$ cat src/rtl/mem_access_ctrl.sv
// Byte-serial, big-endian load/store sequencer between the MEM stage and a byte-wide RAM.
// Optional request checking (misalignment / out-of-range) is enabled by defining MEM_ACCESS_ERR_EN.
module mem_access_ctrl #(
   parameter int ADDR_WIDTH = 8
) (
   input  logic                  Clk,
   input  logic                  Reset_n,
   input  logic                  ReqValid,
   output logic                  ReqReady,
   input  logic                  ReqReadWrite,
   input  logic [1:0]            ReqSize,
   input  logic                  ReqSigned,
   input  logic [31:0]           ReqAddress,
   input  logic [31:0]           ReqDataIn,
   output logic                  RespValid,
   output logic [31:0]           RespDataOut,
   output logic                  RespError,
   output logic                  MemEnable,
   output logic                  MemReadWrite,
   output logic [ADDR_WIDTH-1:0] MemAddress,
   output logic [7:0]            MemDataIn,
   input  logic [7:0]            MemDataOut
);

   typedef enum logic [1:0] {
      IDLE   = 2'd0,
      SETUP  = 2'd1,
      ACCESS = 2'd2,
      DONE   = 2'd3
   } state_t;

   state_t                  state_r, state_s;
   logic [1:0]              idx_r, idx_s;
   logic [1:0]              last_r, last_s;
   logic [1:0]              cap_idx_r;
   logic                    rw_r, signed_r, err_r, err_s;
   logic [ADDR_WIDTH-1:0]   base_r, addr_s;
   logic [31:0]             data_r, asm_r, asm_s;
   logic [1:0]              slot_s, cap_slot_s;
   logic [7:0]              wbyte_s;
   logic                    accept_s;

   // Right-justify and extend an assembled load of (last+1) bytes.
   function automatic logic [31:0] extend(input logic [31:0] a, input logic [1:0] last,
                                          input logic sgn);
      logic [31:0] r;
      case (last)
         2'd0:    r = sgn ? {{24{a[7]}}, a[7:0]} : {24'd0, a[7:0]};
         2'd1:    r = sgn ? {{16{a[15]}}, a[15:0]} : {16'd0, a[15:0]};
         default: r = a;
      endcase
      return r;
   endfunction

   assign accept_s   = ReqValid & ReqReady;
   assign addr_s     = base_r + ADDR_WIDTH'(idx_r);
   assign slot_s     = last_r - idx_r;
   assign wbyte_s    = data_r[{slot_s, 3'b000} +: 8];
   assign cap_slot_s = last_r - cap_idx_r;

   // Byte count (minus one) from the request size; reserved size behaves as word.
   always_comb begin
      case (ReqSize)
         2'b00:   last_s = 2'd0;
         2'b01:   last_s = 2'd1;
         default: last_s = 2'd3;
      endcase
   end

`ifdef MEM_ACCESS_ERR_EN
   // Flag misaligned or out-of-range requests at acceptance.
   always_comb begin
      if ((ReqSize == 2'b01) && ReqAddress[0]) begin
         err_s = 1'b1;
      end else if (ReqSize[1] && (ReqAddress[1:0] != 2'b00)) begin
         err_s = 1'b1;
      end else begin
         err_s = |ReqAddress[31:ADDR_WIDTH];
      end
   end
`else
   logic unused_addr_s;
   assign unused_addr_s = ^ReqAddress[31:ADDR_WIDTH];
   assign err_s         = 1'b0;
`endif

   // Next-state and byte index sequencing.
   always_comb begin
      state_s = state_r;
      idx_s   = idx_r;
      case (state_r)
         IDLE: begin
            if (accept_s) begin
               idx_s   = 2'd0;
               state_s = err_s ? DONE : SETUP;
            end else begin
               state_s = IDLE;
            end
         end
         SETUP:  state_s = ACCESS;
         ACCESS: begin
            if (idx_r == last_r) begin
               state_s = DONE;
            end else begin
               idx_s   = idx_r + 2'd1;
               state_s = SETUP;
            end
         end
         DONE:    state_s = IDLE;
         default: state_s = IDLE;
      endcase
   end

   // Merge a RAM read byte into its big-endian slot of the assembly value.
   always_comb begin
      asm_s = asm_r;
      if (MemEnable && !MemReadWrite) begin
         asm_s[{cap_slot_s, 3'b000} +: 8] = MemDataOut;
      end else begin
         asm_s = asm_r;
      end
   end

   // State register and byte index.
   always_ff @(posedge Clk or negedge Reset_n) begin
      if (!Reset_n) begin
         state_r <= IDLE;
         idx_r   <= 2'd0;
      end else begin
         state_r <= state_s;
         idx_r   <= idx_s;
      end
   end

   // Request capture; later changes on the request inputs are ignored.
   always_ff @(posedge Clk or negedge Reset_n) begin
      if (!Reset_n) begin
         rw_r     <= 1'b0;
         signed_r <= 1'b0;
         err_r    <= 1'b0;
         last_r   <= 2'd0;
         base_r   <= '0;
         data_r   <= 32'd0;
      end else if (accept_s) begin
         rw_r     <= ReqReadWrite;
         signed_r <= ReqSigned;
         err_r    <= err_s;
         last_r   <= last_s;
         base_r   <= ReqAddress[ADDR_WIDTH-1:0];
         data_r   <= ReqDataIn;
      end
   end

   // Registered interface outputs; RAM signals follow the FSM by one cycle.
   always_ff @(posedge Clk or negedge Reset_n) begin
      if (!Reset_n) begin
         ReqReady     <= 1'b1;
         RespValid    <= 1'b0;
         RespDataOut  <= 32'd0;
         RespError    <= 1'b0;
         MemEnable    <= 1'b0;
         MemReadWrite <= 1'b0;
         MemAddress   <= '0;
         MemDataIn    <= 8'd0;
         cap_idx_r    <= 2'd0;
         asm_r        <= 32'd0;
      end else begin
         // Ready stays low through the response cycle and returns one cycle later.
         ReqReady  <= (state_s == IDLE) && (state_r != DONE);
         MemEnable <= (state_r == ACCESS);
         RespValid <= (state_r == DONE);
         asm_r     <= asm_s;
`ifdef MEM_ACCESS_ERR_EN
         RespError <= (state_r == DONE) && err_r;
`else
         RespError <= 1'b0;
`endif
         if (state_r == SETUP) begin
            MemAddress   <= addr_s;
            MemReadWrite <= rw_r;
            MemDataIn    <= wbyte_s;
            cap_idx_r    <= idx_r;
         end
         if ((state_r == DONE) && !rw_r && !err_r) begin
            RespDataOut <= extend(asm_s, last_r, signed_r);
         end
      end
   end

endmodule

$ cat config.mk
export PLATFORM = sky130hd
export DESIGN_NAME = mem_access_ctrl
export DESIGN_NICKNAME = d
export VERILOG_FILES = /design/src/rtl/mem_access_ctrl.sv
export SDC_FILE = /design/constraint.sdc
export NUM_CORES = 1
export LEC_CHECK = 0
export ABC_AREA = 1
export BUFFER_PORTS_ARGS = -buffer_cell sky130_fd_sc_hd__buf_2
export CAP_MARGIN = 20
export CELL_PAD_IN_SITES_DETAIL_PLACEMENT = 1
export CELL_PAD_IN_SITES_GLOBAL_PLACEMENT = 1
export CORE_MARGIN = 1.5
export CORE_UTILIZATION = 41
export CTS_CLUSTER_SIZE = 10
export DETAILED_ROUTE_END_ITERATION = 6
export GPL_TIMING_DRIVEN = 0
export PLACE_DENSITY = 0.78
export SYNTH_ARGS = -nofsm -noshare
export SYNTH_HDL_FRONTEND = slang
export SYNTH_SLANG_ARGS = --single-unit
$ cat constraint.sdc
create_clock -name Clk -period 3.08 [get_ports Clk]
set_input_delay 0.616 -clock Clk [delete_from_list [all_inputs] [get_ports Clk]]
set_output_delay 0.616 -clock Clk [all_outputs]
set_load 0.02 [all_outputs]
### After elaboration in Yosys (flattened, before gate mapping)

Index checks and enable logic that the tools add are counted.

| word-level totals | value |
|---|---|
| flip-flop bits (word level) | 134 |
| input bits | 79 |
| output and inout port bits | 53 |

| cells by class | value |
|---|---|
| add/sub/neg operators | 5 |
| equality and inequality tests | 9 |
| shift-type cells | 3 |
| multiplexer cells | 12 |
| bitwise operators | 1 |
| reduce and logical (&&, ||, !) cells | 11 |

Operators by type and width:

| operator | number |
|---|---|
| two-way mux 32 bit | 3 |
| one-hot mux 32 bit (2 select lines) | 1 |
| bitwise mux 32 bit | 1 |
| variable shift 8 x 7 -> 32 bit (first input constant) | 1 |
| variable part select 32 x 6 -> 8 bit | 1 |
| variable part select 8 x 7 -> 32 bit | 1 |
| adder 8 x 2 -> 8 bit | 1 |
| logical NOT 2 bit | 4 |
| one-hot mux 2 bit (2 select lines) | 2 |
| one-hot mux 2 bit (4 select lines) | 1 |
| negation 5 -> 7 bit | 1 |
| == test 2 x 1 -> 1 bit (second input constant) | 3 |
| two-way mux 2 bit | 3 |
| != test 2 bit (second input constant) | 3 |
| == test 2 bit (second input constant) | 2 |
| subtractor 2 bit | 2 |
| logical AND 1 bit | 3 |
| AND reduction 3 bit | 1 |
| adder 2 x 1 -> 2 bit (second input constant) | 1 |
| == test 2 bit | 1 |
| logical NOT 1 bit | 2 |
| nonzero test 2 bit | 1 |
| bitwise AND 1 bit | 1 |
| two-way mux 1 bit | 1 |

### Logic depth before layout (Yosys ltp)

| depth | value |
|---|---|
| depth after elaboration | 7 |
| gate-level depth with buffers | 15 |
| mapped depth without buffers | 14 |

### Least setup slack after synthesis

No wires, ideal clock.

| path | value |
|---|---|
| kind | register -> register |
| from | register last_r[0] |
| to | register RespDataOut[22] |
| library setup time | 71 ps |
| arrival | 2144 ps |
| required time | 3009 ps |
| path slack | 865 ps |
| cell stages (with the launch flop) | 15 |
| buffers on the path | 3 |
| cell sequence | dfrtp_1 inv_1 ha_1 inv_2 buf_2 ha_1 buf_2 inv_2 nand2_1 nand3_4 nand3_4 nand2_4 buf_6 nor2_1 nor2_1 |

| on the way | value |
|---|---|
| word-level cells in the longest chain between the ends | 7 |
| elaborated cells on any way between the ends | 11 |

Ends and longest elaborated chain:

| item | line | text |
|---|---|---|
| from (decl) | 34 | `logic [1:0] last_r, last_s;` |
| from (signal assigned) | 148 | `last_r <= last_s;` |
| subtractor 2 bit | 59 | `assign cap_slot_s = last_r - cap_idx_r;` |
| negation 5 -> 7 bit | 118 | `asm_s[{cap_slot_s, 3'b000} +: 8] = MemDataOut;` |
| variable part select 8 x 7 -> 32 bit / variable shift 8 x 7 -> 32 bit (equally long branches) | 118 |  |
| bitwise mux 32 bit | 118 |  |
| two-way mux 32 bit | 117 | `if (MemEnable && !MemReadWrite) begin` |
| two-way mux 32 bit (on tied branches) | 49, 48 |  |
| one-hot mux 32 bit (2 select lines) (*) | 47 | `case (last)` |
| to (signal assigned) | 185 | `RespDataOut <= extend(asm_s, last_r, signed_r);` |
| to (decl) | 16 | `output logic [31:0] RespDataOut,` |

Mark *: on every way between the ends. The rest lies on a longest branch, timed or not.
A chain may end at the register's enable or synchronous reset.

### Worst setup path after layout

| path | value |
|---|---|
| from | register last_r[0] |
| to | register RespDataOut[27] |

| on the way | value |
|---|---|
| elaborated cells on any way between the ends | 11 |

RTL lines:

| item | line | text |
|---|---|---|
| subtractor 2 bit (*) | 59 |  |
| negation 5 -> 7 bit (*) | 118 |  |
| variable part select 8 x 7 -> 32 bit / variable shift 8 x 7 -> 32 bit (equally long branches) | 118 |  |
| bitwise mux 32 bit (*) | 118 |  |
| two-way mux 32 bit (*) | 117 |  |
| net asm_s[27] | 38 | `logic [31:0] data_r, asm_r, asm_s;` |
| one-hot mux 32 bit (2 select lines) (*) | 47 |  |

The timed path passes the listed nets; every way through them passes the cells marked *.

==> Implementation_results.wiki <==
{| class="wikitable"
! Metric !! Value
|-
| Seq/Total Area, Yosys || between 50% and 60%
|-
| Mean area per synthesized cell || approximately 9 um2
|-
| Clock-pin slew on the worst setup and hold paths || 0.06 ns
|-
| Final-stage net count || around 860
|-
| Final routed wirelength across all metal layers || approximately 16000 um
|-
| Worst hold path class || in2async
|-
| Critical Path End Type || register
|-
| Aggregate global-route resource usage || 22.7%
|-
| DRT antenna net count || 0
|-
| Worst-Margin Slew || between 0.5 and 0.6 ns
|-
| Synthesized instance count || 651
|-
| Max incr delay on CP || ~0.36 ns
|-
| Post CTS Setup Buffer Count || 0
|-
| Final routed DRC violation total || 0
|-
| Maximum fanout encountered on the critical timing path || 11
|-
| Total CTS buffers || 17
|-
| Die Y-Extent || around 120 um
|-
| Required time of the worst setup path || 3.44 ns
|-
| Cell Pwr Density || ~1200 nW/um2
|-
| Io pins || around 130
|-
| Fill count || around 1700
|-
| R2R Setup Slk || about 0.47 ns
|-
| Count of buffers inserted at the top-level ports || roughly 110
|-
| Non-filler instance count after layout || 970
|-
| Number of nets produced by synthesis || roughly 740
|-
| Initial Utilization || between 40 and 50%
|-
| Core box area || 14000 um2
|-
| Antenna violations before repair || 0
|-
| Standard-cell row count || 43
|-
| Clock tree buffer depth || 2
|-
| Detail-routed via count per cell || around 5.1
|-
| Arrival time at the worst endpoint || 2.97 ns
|-
| Final-report setup violation count || 0
|-
| Placed Cells || around 940
|-
| Final estimated routing congestion in global placement || 0.827
|-
| FF-to-FF Start || last_r[0]
|-
| Wire length per cell || between 15 and 20 um
|-
| Overflow left after global routing || 0
|-
| Chain of cells forming the critical path || inv_1 > ha_1 > inv_2 > buf_2 > ha_1 > buf_2 > inv_2 > buf_4 > nand3_1 > o21ai_1 > nand2_1 > nand2_1 > nor2_1 > nor2_1
|-
| Clk Latency, worst-skew pair || about 0.42 ns
|-
| Global-route wire length before repair || 26300 um
|-
| Reg2reg end || RespDataOut[27]
|-
| Fraction of final layout cells with drive strength greater than 1 || ~27%
|-
| Ratio of final minimum period to clock period || between 80% and 90%
|-
| Total leakage power || between 3 and 4 nW
|-
| Worst rel slew slack || 64.2%
|-
| CTS H-Tree Depth || 4
|-
| Flip-flop and latch count after synthesis || between 100 and 150
|-
| Root buf cell || sky130_fd_sc_hd__clkbuf_16
|-
| Start-to-end type of the worst setup path || reg2reg
|-
| Final number of hold-violating endpoints || 0
|-
| Non-Filler Cell Area, Final || roughly 7300 um2
|-
| Hold bufs inserted after CTS || 0
|-
| Worst vdd ir || ~0.57 mV
|-
| Floorplan die width || 124 um
|-
| Fin. max-slew vios || 0
|-
| DRT iter0 DRCs || between 150 and 200
|-
| Relative area change from synthesis to final layout || 23.2%
|-
| Largest net degree at the start of global routing || between 80 and 90
|-
| Yosys warns || 0
|-
| TritonCTS clock tree || done
|-
| RSZ-0062 raised after global routing || false
|-
| Netlist cell types || 32
|-
| Number of clock sinks seen by CTS || approximately 130
|-
| Length of the first detailed-routing pass in iterations || 4
|-
| Dpl cell area || between 6000 and 7000 um2
|-
| Setup clock skew after layout || 0.00538 ns
|-
| Synthesized cell area || 5960 um2
|-
| Count of vias placed by the detailed router || about 4900
|-
| Number of cell instances on the worst register-to-register path || 14
|-
| Vias in the first global route || roughly 5500
|-
| Crit path launch type || register
|-
| Crit path max-delay cell type || sky130_fd_sc_hd__dfrtp_1
|-
| Time the worst path needs with I/O delays and setup || about 2.6 ns
|-
| Full die area || between 15000 and 20000 um2
|-
| Achievable Freq || around 380 MHz
|-
| N_diodes || 0
|-
| HPWL after DPL || roughly 11000 um
|-
| Post_cts resized || 0
|-
| Result of the run || finished, final reports clean
|-
| Number of maximum-capacitance constraint violations || 0
|}
[metrics by stage]
step | total power [mW] | setup WS [ns] | util, % | setup TNS [ns] | hold WS (ns)
2_1_floorplan | 5.83 | 0.865 | - | 0 | 0.320
3_3_place_gp | 6.86 | -0.388 | 47.8 | -50.54 | 0.458
3_5_place_dp | 7.11 | 0.466 | 48.1 | 0 | 0.462
4_1_cts | 9.21 | 0.447 | 52.3 | 0 | 0.158
5_1_grt | 9.85 | 0.220 | 52.3 | 0 | 0.184
6_report | 9.12 | 0.472 | 52.3 | 0 | 0.141
[cell type report]
class / instances / area (um2) / area share (%)
Buffer: 29 / 154 / 2.10
Clock buffer: 18 / 439 / 5.98
Clock inverter: 14 / 153 / 2.08
Multi-Input combinational cell: 448 / 2300 / 31.3
Timing Repair Buffer: 107 / 564 / 7.69
Inverter: 40 / 150 / 2.05
Tap cell: 180 / 225 / 3.07
Sequential cell: 134 / 3350 / 45.7
[worst max-delay path by stage]
| stage | cells after the start | slack, ns | start | end |
|---|---|---|---|---|
| 2_1_floorplan | 14 | 0.86 | last_r[0] | RespDataOut[22] |
| 3_3_place_gp | 1 | -0.39 | Reset_n | data_r[10] |
| 3_5_place_dp | 14 | 0.47 | last_r[0] | RespDataOut[23] |
| 4_1_cts | 14 | 0.45 | last_r[0] | RespDataOut[23] |
| 5_1_grt | 14 | 0.22 | last_r[0] | RespDataOut[29] |
| 6_report | 14 | 0.47 | last_r[0] | RespDataOut[27] |
[logic make-up (layout without fill, tap and decap cells)]
kind of cell,Yosys count,count (layout),share of synthesized area [%]
xor+xnor,4,4,0.588
mux,35,35,6.61
buf+inv,69,208,5.10
compound gates,60,60,5.19
flops,134,134,56.3
other cells,1,1,0.0629
fa+ha+maj,7,7,1.60
simple gates,341,341,24.5
[state kept, by name, indices dropped and copies added, names as in the netlist]
name          count
MemReadWrite      1
state_r           2
signed_r          1
cap_idx_r         2
MemEnable         1
asm_r            32
rw_r              1
base_r            8
RespDataOut      32
ReqReady          1
idx_r             2
MemAddress        8
MemDataIn         8
data_r           32
last_r            2
RespValid         1
[metal layers]
metal | routed length [um] | global-route usage (%) | vias to the layer above
met5 | 0 | 0 | -
met4 | 418 | 9.99 | 0
met3 | 637 | 4.94 | 32
met2 | 8180 | 40.3 | 104
met1 | 6520 | 26.4 | 2449
li1 | - | - | 2356
[placed cells by master, fill, tap and decap left out, types with 9 or more instances in the layout]
master,n
sky130_fd_sc_hd__dfrtp_1,133
sky130_fd_sc_hd__buf_2,120
sky130_fd_sc_hd__nand2_2,9
sky130_fd_sc_hd__clkbuf_16,17
sky130_fd_sc_hd__nor2_1,70
sky130_fd_sc_hd__nand3_1,56
sky130_fd_sc_hd__inv_1,36
sky130_fd_sc_hd__nand2_1,181
sky130_fd_sc_hd__mux2_2,35
sky130_fd_sc_hd__o21ai_0,25
sky130_fd_sc_hd__a21oi_1,23
[cells in the mapped netlist]
cell type,count,share of area (%)
sky130_fd_sc_hd__a21oi_1,23,1.9
sky130_fd_sc_hd__a31oi_1,4,0.42
sky130_fd_sc_hd__and2_1,8,0.84
sky130_fd_sc_hd__buf_1,2,0.13
sky130_fd_sc_hd__buf_2,15,1.3
sky130_fd_sc_hd__buf_4,3,0.38
sky130_fd_sc_hd__buf_6,2,0.38
sky130_fd_sc_hd__clkbuf_1,7,0.44
sky130_fd_sc_hd__conb_1,1,0.063
sky130_fd_sc_hd__dfrtp_1,133,56
sky130_fd_sc_hd__dfstp_2,1,0.44
sky130_fd_sc_hd__fa_1,1,0.34
sky130_fd_sc_hd__ha_1,6,1.3
sky130_fd_sc_hd__inv_1,36,2.3
sky130_fd_sc_hd__inv_2,4,0.25
sky130_fd_sc_hd__mux2_2,35,6.6
sky130_fd_sc_hd__nand2_1,181,11
sky130_fd_sc_hd__nand2_2,9,0.94
sky130_fd_sc_hd__nand2_4,1,0.19
sky130_fd_sc_hd__nand3_1,56,4.7
sky130_fd_sc_hd__nand3_2,1,0.17
sky130_fd_sc_hd__nand3_4,2,0.59
sky130_fd_sc_hd__nand4_1,8,0.84
sky130_fd_sc_hd__nor2_1,70,4.4
sky130_fd_sc_hd__nor2_2,2,0.21
sky130_fd_sc_hd__nor3_1,3,0.25
sky130_fd_sc_hd__o211ai_1,1,0.13
sky130_fd_sc_hd__o21ai_0,25,2.1
sky130_fd_sc_hd__o21ai_1,6,0.50
sky130_fd_sc_hd__o22ai_1,1,0.11
sky130_fd_sc_hd__xnor2_1,1,0.15
sky130_fd_sc_hd__xor2_1,3,0.44
[critical path, delay by kind of cell, from the launching register on]
family	cells	cell delay (ns)
DFF	1	0.36
buffers and inverters	6	1.03
adders and majority gates	2	0.54
AOI/OAI and AO/OA	1	0.23
and+or+nand+nor	5	0.39
[power breakdown]
part | switching, mW | total [mW] | internal, mW | leakage, nW
combinational | 2.61 | 4.00 | 1.39 | 1.77
clock | 0.806 | 2.02 | 1.22 | 0.267
sequential | 0.470 | 3.10 | 2.63 | 1.59
total | 3.89 | 9.12 | 5.24 | 3.63
Power figures use the tool's default switching activity.
